<file path="config.mk">
export PLATFORM = sky130hd
export DESIGN_NAME = gpr_commit
export DESIGN_NICKNAME = d
export VERILOG_FILES = /design/src/rtl/npc_pkg.sv /design/src/rtl/gpr_array.sv /design/src/rtl/gpr_commit.sv
export SDC_FILE = /design/constraint.sdc
export NUM_CORES = 2
export LEC_CHECK = 0
export CORE_AREA = 2 2 513 515
export CTS_CLUSTER_SIZE = 30
export DETAILED_ROUTE_END_ITERATION = 8
export DIE_AREA = 0 0 515 517
export PLACE_DENSITY = 0.5
export SLEW_MARGIN = 20
export SYNTH_ARGS = -nofsm -noshare
export SYNTH_HDL_FRONTEND = slang
export SYNTH_SLANG_ARGS = --single-unit
</file>
<file path="constraint.sdc">
create_clock -name clk -period 4.5 [get_ports clk]
set_input_delay 0.45 -clock clk [delete_from_list [all_inputs] [get_ports clk]]
set_output_delay 0.45 -clock clk [all_outputs]
set_load 0.02 [all_outputs]
</file>
<file path="src/rtl/npc_pkg.sv">
// Shared widths and commit-FSM state encoding for the NPC core.
package npc_pkg;

  localparam int XLEN = 32;
  localparam int NREG = 32;

  typedef enum logic [1:0] {
    CS_RUN  = 2'd0,
    CS_HALT = 2'd1,
    CS_HANG = 2'd2
  } commit_state_t;

endpackage

</file>
<file path="src/rtl/gpr_array.sv">
// GPR storage with x0 hardwired to zero, two combinational read ports and a flat snapshot.
// Write lands at the clock edge; optional same-cycle write-to-read bypass under GPR_RD_BYPASS_EN.
module gpr_array
  import npc_pkg::*;
#(
  parameter int W = XLEN,
  parameter int N = NREG
) (
  input  logic           clk,
  input  logic           rst,
  input  logic           wen,
  input  logic [4:0]     waddr,
  input  logic [W-1:0]   wdata,
  input  logic [4:0]     raddr1,
  input  logic [4:0]     raddr2,
  output logic [W-1:0]   rdata1,
  output logic [W-1:0]   rdata2,
  output logic [N*W-1:0] rf_flat
);

  logic [W-1:0] regs [N];
  logic [W-1:0] stored1;
  logic [W-1:0] stored2;

  // Entry 0 is never written, so it stays at its reset value of zero.
  always_ff @(posedge clk) begin
    if (rst) begin
      for (int k = 0; k < N; k++) regs[k] <= '0;
    end else if (wen && waddr != 5'd0) begin
      regs[waddr] <= wdata;
    end
  end

  assign stored1 = (raddr1 == 5'd0) ? '0 : regs[raddr1];
  assign stored2 = (raddr2 == 5'd0) ? '0 : regs[raddr2];

`ifdef GPR_RD_BYPASS_EN
  assign rdata1 = (wen && waddr == raddr1 && raddr1 != 5'd0) ? wdata : stored1;
  assign rdata2 = (wen && waddr == raddr2 && raddr2 != 5'd0) ? wdata : stored2;
`else
  assign rdata1 = stored1;
  assign rdata2 = stored2;
`endif

  always_comb begin
    rf_flat = '0;
    for (int k = 1; k < N; k++) rf_flat[k*W +: W] = regs[k];
  end

endmodule

</file>
<file path="src/rtl/gpr_commit.sv">
// GPR file plus commit tracker: registered difftest pulse (1 cycle), retire counter, ebreak/watchdog stop.
// No backpressure; HALT/HANG ignore writes and commits until rst. Optional read bypass: GPR_RD_BYPASS_EN.
module gpr_commit
  import npc_pkg::*;
#(
  parameter int XLEN        = npc_pkg::XLEN,
  parameter int NREG        = npc_pkg::NREG,
  parameter int WDOG_CYCLES = 4096
) (
  input  logic              clk,
  input  logic              rst,
  input  logic              wen,
  input  logic [4:0]        waddr,
  input  logic [XLEN-1:0]   wdata,
  input  logic [4:0]        raddr1,
  input  logic [4:0]        raddr2,
  output logic [XLEN-1:0]   rdata1,
  output logic [XLEN-1:0]   rdata2,
  input  logic              commit_valid,
  input  logic [XLEN-1:0]   commit_pc,
  input  logic [XLEN-1:0]   commit_dnpc,
  input  logic              commit_ebreak,
  output logic [NREG*XLEN-1:0] rf_flat,
  output logic              diff_valid,
  output logic [XLEN-1:0]   diff_pc,
  output logic [XLEN-1:0]   diff_dnpc,
  output logic [63:0]       retire_cnt,
  output logic              halted,
  output logic              hang
);

  localparam int WDOG_W = (WDOG_CYCLES > 2) ? $clog2(WDOG_CYCLES) : 1;
  localparam logic [WDOG_W-1:0] WDOG_MAX = WDOG_W'(WDOG_CYCLES - 1);

  commit_state_t state, state_nxt;
  logic [WDOG_W-1:0] wdog;
  logic run;
  logic wen_run;
  logic commit_run;

  assign run        = (state == CS_RUN);
  assign wen_run    = wen && run;
  assign commit_run = commit_valid && run;

  gpr_array #(.W(XLEN), .N(NREG)) u_gpr_array (
    .clk     (clk),
    .rst     (rst),
    .wen     (wen_run),
    .waddr   (waddr),
    .wdata   (wdata),
    .raddr1  (raddr1),
    .raddr2  (raddr2),
    .rdata1  (rdata1),
    .rdata2  (rdata2),
    .rf_flat (rf_flat)
  );

  always_ff @(posedge clk) begin
    if (rst) state <= CS_RUN;
    else     state <= state_nxt;
  end

  always_comb begin
    state_nxt = state;
    case (state)
      CS_RUN: begin
        if (commit_valid && commit_ebreak)         state_nxt = CS_HALT;
        else if (!commit_valid && wdog == WDOG_MAX) state_nxt = CS_HANG;
      end
      default: state_nxt = state;
    endcase
  end

  always_comb begin
    halted = (state == CS_HALT);
    hang   = (state == CS_HANG);
  end

  // Outside RUN everything here holds; diff_valid drops because commit_run is low.
  always_ff @(posedge clk) begin
    if (rst) begin
      diff_valid <= 1'b0;
      diff_pc    <= '0;
      diff_dnpc  <= '0;
      retire_cnt <= '0;
      wdog       <= '0;
    end else begin
      diff_valid <= commit_run;
      if (commit_run) begin
        diff_pc    <= commit_pc;
        diff_dnpc  <= commit_dnpc;
        retire_cnt <= retire_cnt + 64'd1;
      end
      if (run) begin
        if (commit_valid)          wdog <= '0;
        else if (wdog != WDOG_MAX) wdog <= wdog + 1'b1;
      end
    end
  end

endmodule
</file>
; ---- After elaboration in Yosys (flattened, before gate mapping)
; Memory sizes are Yosys's and may differ from the RTL's.
; Cells that the tools add are included.
[op_classes]
add_sub_neg = 2
eq_ne = 4
n_mux = 14
reduce_logical = 15
[ops]
columns = operator, n
row1 = $mux W32, 3
row2 = $add A64 B1 Y64 const B, 1
row3 = $reduce_or A32 Y1, 1
row4 = $mux W12, 2
row5 = $add A12 B1 Y12 const B, 1
row6 = $eq A12 B12 Y1 const B, 1
row7 = $ne A12 B12 Y1 const B, 1
row8 = $logic_not A5 Y1, 2
row9 = $mux W1, 6
row10 = $logic_and A1 B1 Y1, 5
row11 = $mux W5, 1
row12 = $reduce_bool A5 Y1, 1
row13 = $mux W2, 2
row14 = $reduce_and A2 Y1, 2
row15 = $reduce_bool A2 Y1, 2
row16 = $eq A2 B1 Y1 const B, 1
row17 = $eq A2 B2 Y1 const B, 1
row18 = $logic_not A2 Y1, 1
row19 = $logic_not A1 Y1, 1
[word_totals]
ff_bits = 143
mem_bits_rw = 1024
in_bits = 116
out_inout_bits = 1219
elab_cells = 42
n_memories = 1
[mem_list]
columns = name, words, word_bits, read_ports, rd_ports_with_merged_regs, wr, line_no
row1 = u_gpr_array.regs, 32, 32, 33, 0, 32, gpr_array.sv:21  ; logic [W-1:0] regs [N];

; ---- Logic depth before layout (Yosys ltp)
[depth]
depth_word = 8
mapped_depth = 9
depth_no_buf = 6

; ---- Modules after synthesis
; Synthesis repeated with hierarchy kept, for this count alone.
[unflattened]
cells_unflattened = 4266
area_unflattened_um2 = 60476.8
[modules_own_cells]
columns = mod, instances, cells_each, area_per_inst_um2, seq_area_each_um2
row1 = gpr_array, 1, 3534, 54493.5, 30749.5
row2 = gpr_commit, 1, 732, 5983.2, 2862.7

; ---- Least setup slack after synthesis
; OpenSTA, ideal clock, no wires.
[synth_timing]
path_kind = input port to flip-flop
startpoint = input rst
endpoint = memory u_gpr_array.regs[13][0] (netlist name), enable pin
setup_ps = 466
arrival_ps = 3724
required_ps = 4034
setup_slack_ps = 310
path_stages = 7
path_buffers = 3
cell_sequence = clkbuf_1 > inv_2 > and3_1 > clkbuf_1 > nand3b_1 > clkbuf_1 > o21ai_0
[synth_rtl]
columns = element, line_no
row1 = from (decl), gpr_commit.sv:11  ; input logic rst,
row2 = to (decl), gpr_array.sv:21

; ---- Worst setup path in the final report
[layout_timing]
startpoint = input raddr1[1]
endpoint = output rdata1[27]
[layout_between]
elab_chain_cells = 2
elab_cells_between_ends = 3
cone_classes = mux (1) / reduce/logical (1) / memory (1)
[layout_rtl]
columns = element, line_no
row1 = from (decl), gpr_commit.sv:15  ; input logic [4:0] raddr1,
row2 = $mem_v2 Z32 W32 / $logic_not A5 Y1 (equally long branches), --
row3 = $mux W32 (*), gpr_array.sv:34  ; assign stored1 = (raddr1 == 5'd0) ? '0 : regs[raddr1];
row4 = to (decl), gpr_commit.sv:17  ; output logic [XLEN-1:0] rdata1,
; Mark *: on every way between the ends. The rest lies on a longest branch, timed or not.

==> reports/metrics.csv <==
metric;value;unit
dieArea;266000;um^2
core;261000;um^2
synth_seq_area_share;55.1;%
drtIter0Drc;5536;
clock_path_buffers;3;
cpMostUsedCell;buf_12;
cts_resized;0;
regToRegStartpoint;state[1];
syn_area_per_cell;13.6;um^2
dp_cells;8898;
critPathMaxFanout;48;
min-delay-path-class;input pin to flip-flop;
ys_async_sr_fraction;0;%
critPathSlowestCell;a221oi_1;
synth_edf_count;993;
grt_pass1_wl;451;mm
yosysWarnings;0;
cp-startpoint;raddr1[1];
period_share;89.3;%
final_area;82400;um^2
grt_max_degree;87;
cts_buffers;142;
netlist_instances;4377;
power_density;347;nW/um^2
setup_viol;0;
startpoint_type;input pin;
grt_pass1_vias;46200;
cap_violations;0;
path_cells;buf_8, buf_12, buf_12, buf_4, mux4_2, mux2i_1, o2111a_1, a221oi_1, buf_12;
io_pins;1335;
wl_per_cell;38.0;um
worst_pin_slew;1.20;ns
setup_ws;0.480;ns
cp-end-kind;primary output;
worst_ep_required_time;4.05;ns
clk_pin_slew;0.05;ns
rsz0062_at_grt;no;
gp_congestion;0.905;
synthDistinctLibCells;60;
drive_gt1_share;18.8;%
vias;47500;
fin_util;31.6;%
cts_tree;done;
ys_ff_latch;1136;
hold_viol;0;
critPathKind;input pin to primary output;
rows;188;
pre_cts_slack;0.482;ns
min_from;commit_dnpc[31];
crit_arrival;3.57;ns
maxSlewViolCount;0;
stdcell_count;9179;
viasPerCell;5.18;
antenna_found_initial;48;
p_leak;28.6;nW
fin_skew;0.0316;ns
nets;5740;
max_slew_margin;20.2;%
die-height;517;um
grt_use_total;25.3;%
grt-ovfl-total;0;
min_period;4.02;ns
tns;0;ns
max-vdd-ir-drop;273;uV
dpl_cell_area;77800;um^2
ys.flop_type;edfxtp_1;
hold_buffers;0;
synth_area;59300;um^2
wl;349;mm
cts_max_level;4;
crit_path_max_incr_delay;0.64;ns
postRouteAntennaNets;0;
chipWidth;515;um
cts_root_buffer;clkbuf_16;
start_util;22.7;%
dp_hpwl;256;mm
cts_sinks;1136;
clkLatencyLatePin;0.82;ns
first_pass_iters;5;
status;complete, no violations;
drc;0;
fmax;249;MHz
post-cts-setup-buffers;0;
syn2layout_area_growth;38.9;%
port_buffers;1302;
[report_power, final]
group | internal, mW | switching [mW]
Sequential | 11.9 | 0.586
Combinational | 1.89 | 2.77
Clock | 6.38 | 5.06
Total | 20.1 | 8.42
[synth_stat cells (20+ instances only)]
| library cell | n | share of area (%) |
|---|---|---|
| mux4_2 | 450 | 17 |
| mux2i_1 | 130 | 2.2 |
| o21ai_0 | 69 | 0.58 |
| buf_1 | 33 | 0.21 |
| nand4_1 | 25 | 0.26 |
| a22oi_1 | 20 | 0.25 |
| mux2_2 | 63 | 1.2 |
| a221oi_1 | 45 | 0.66 |
| dfxtp_1 | 143 | 4.8 |
| clkbuf_1 | 322 | 2.0 |
| a21oi_1 | 150 | 1.3 |
| nand2_1 | 356 | 2.3 |
| edfxtp_1 | 993 | 50 |
| buf_2 | 76 | 0.64 |
| and2_1 | 996 | 11 |
| nand3_1 | 34 | 0.29 |
| nor2_1 | 136 | 0.86 |
| o2111a_1 | 43 | 0.82 |
| and3_1 | 29 | 0.31 |
| buf_4 | 32 | 0.40 |
| a221o_1 | 21 | 0.35 |
[registers in the layout (all words and copies together) (netlist names)]
signal and flops:
diff_dnpc 32, diff_pc 32, diff_valid 1, retire_cnt 64, state 2, u_gpr_array.regs 993
wdog 12
[logic make-up (layout without fill, tap and decap cells)]
logic type      after synthesis  count (layout)  synth area share (%)
buf+inv                     480            1794                  3.41
xor+xnor                     33              33                 0.487
flops                      1136            1136                  55.1
other cells                   1              69               0.00632
simple gates               1673            1673                  15.7
compound gates              409             409                  4.76
mux                         643             643                  20.5
fa+ha+maj                     2               2                0.0422
[worst paths after layout]
path	end	slack, ns	depth (start not counted)
worst max-delay path	rdata1[27]	0.48	9
worst min-delay path	diff_dnpc[31]	0.19	3
worst max register to register	u_gpr_array.regs[25][2]	1.04	6
worst min register to register	diff_dnpc[27]	0.45	2
[worst max-delay path: cells and delay by family]
family | cells | cell delay (ns)
buf+inv | 5 | 1.51
compound gates | 2 | 1.04
mux | 2 | 0.36
[stage by stage]
stage / hold slack [ns] / total power [mW]
floorplan: 0.444 / 14.5
global placement: 0.442 / 17.3
detailed placement: 0.446 / 17.4
CTS: 0.113 / 28.8
global route: 0.150 / 29.3
finish: 0.192 / 28.5
[routing by layer]
| metal | up-vias | share of wire [%] | GRT usage [%] | wire length [um] |
|---|---|---|---|---|
| met4 | 14 | 5.5 | 12.7 | 19300 |
| met1 | 25000 | 37 | 29.6 | 128000 |
| met5 | - | 0.024 | 0 | 84 |
| met2 | 3049 | 50 | 43.7 | 173000 |
| met3 | 576 | 8.0 | 5.17 | 27900 |
| li1 | 18900 | - | - | - |
[cells in the final DEF, fill, tap and decap left out, drive strengths merged, types with 29 or more instances in the layout]
master         Yosys  layout
clkdlybuf4s50      0    1264
nand3             34      34
nor2             136     136
a221oi            45      45
o2111a            43      43
clkinv             0      53
diode              0      36
and2             997     997
o21ai             69      69
a21oi            150     150
dfxtp            143     143
conb               1      33
clkbuf           322     170
mux4             450     450
buf              142     267
mux2i            130     130
and3              29      29
nand2            356     356
edfxtp           993     993
mux2              63      63
[cell type report]
cell class,count,area [um^2]
multi-input combinational,2793,25400
timing repair buffer,1533,15400
tap,3420,4280
sequential,1136,32700
antenna,36,90.1
clock inverter,77,787
fill,25800,179000
inverter,16,61.3
clock buffer,168,3690
No activity file was read; power rests on OpenSTA's default activity.
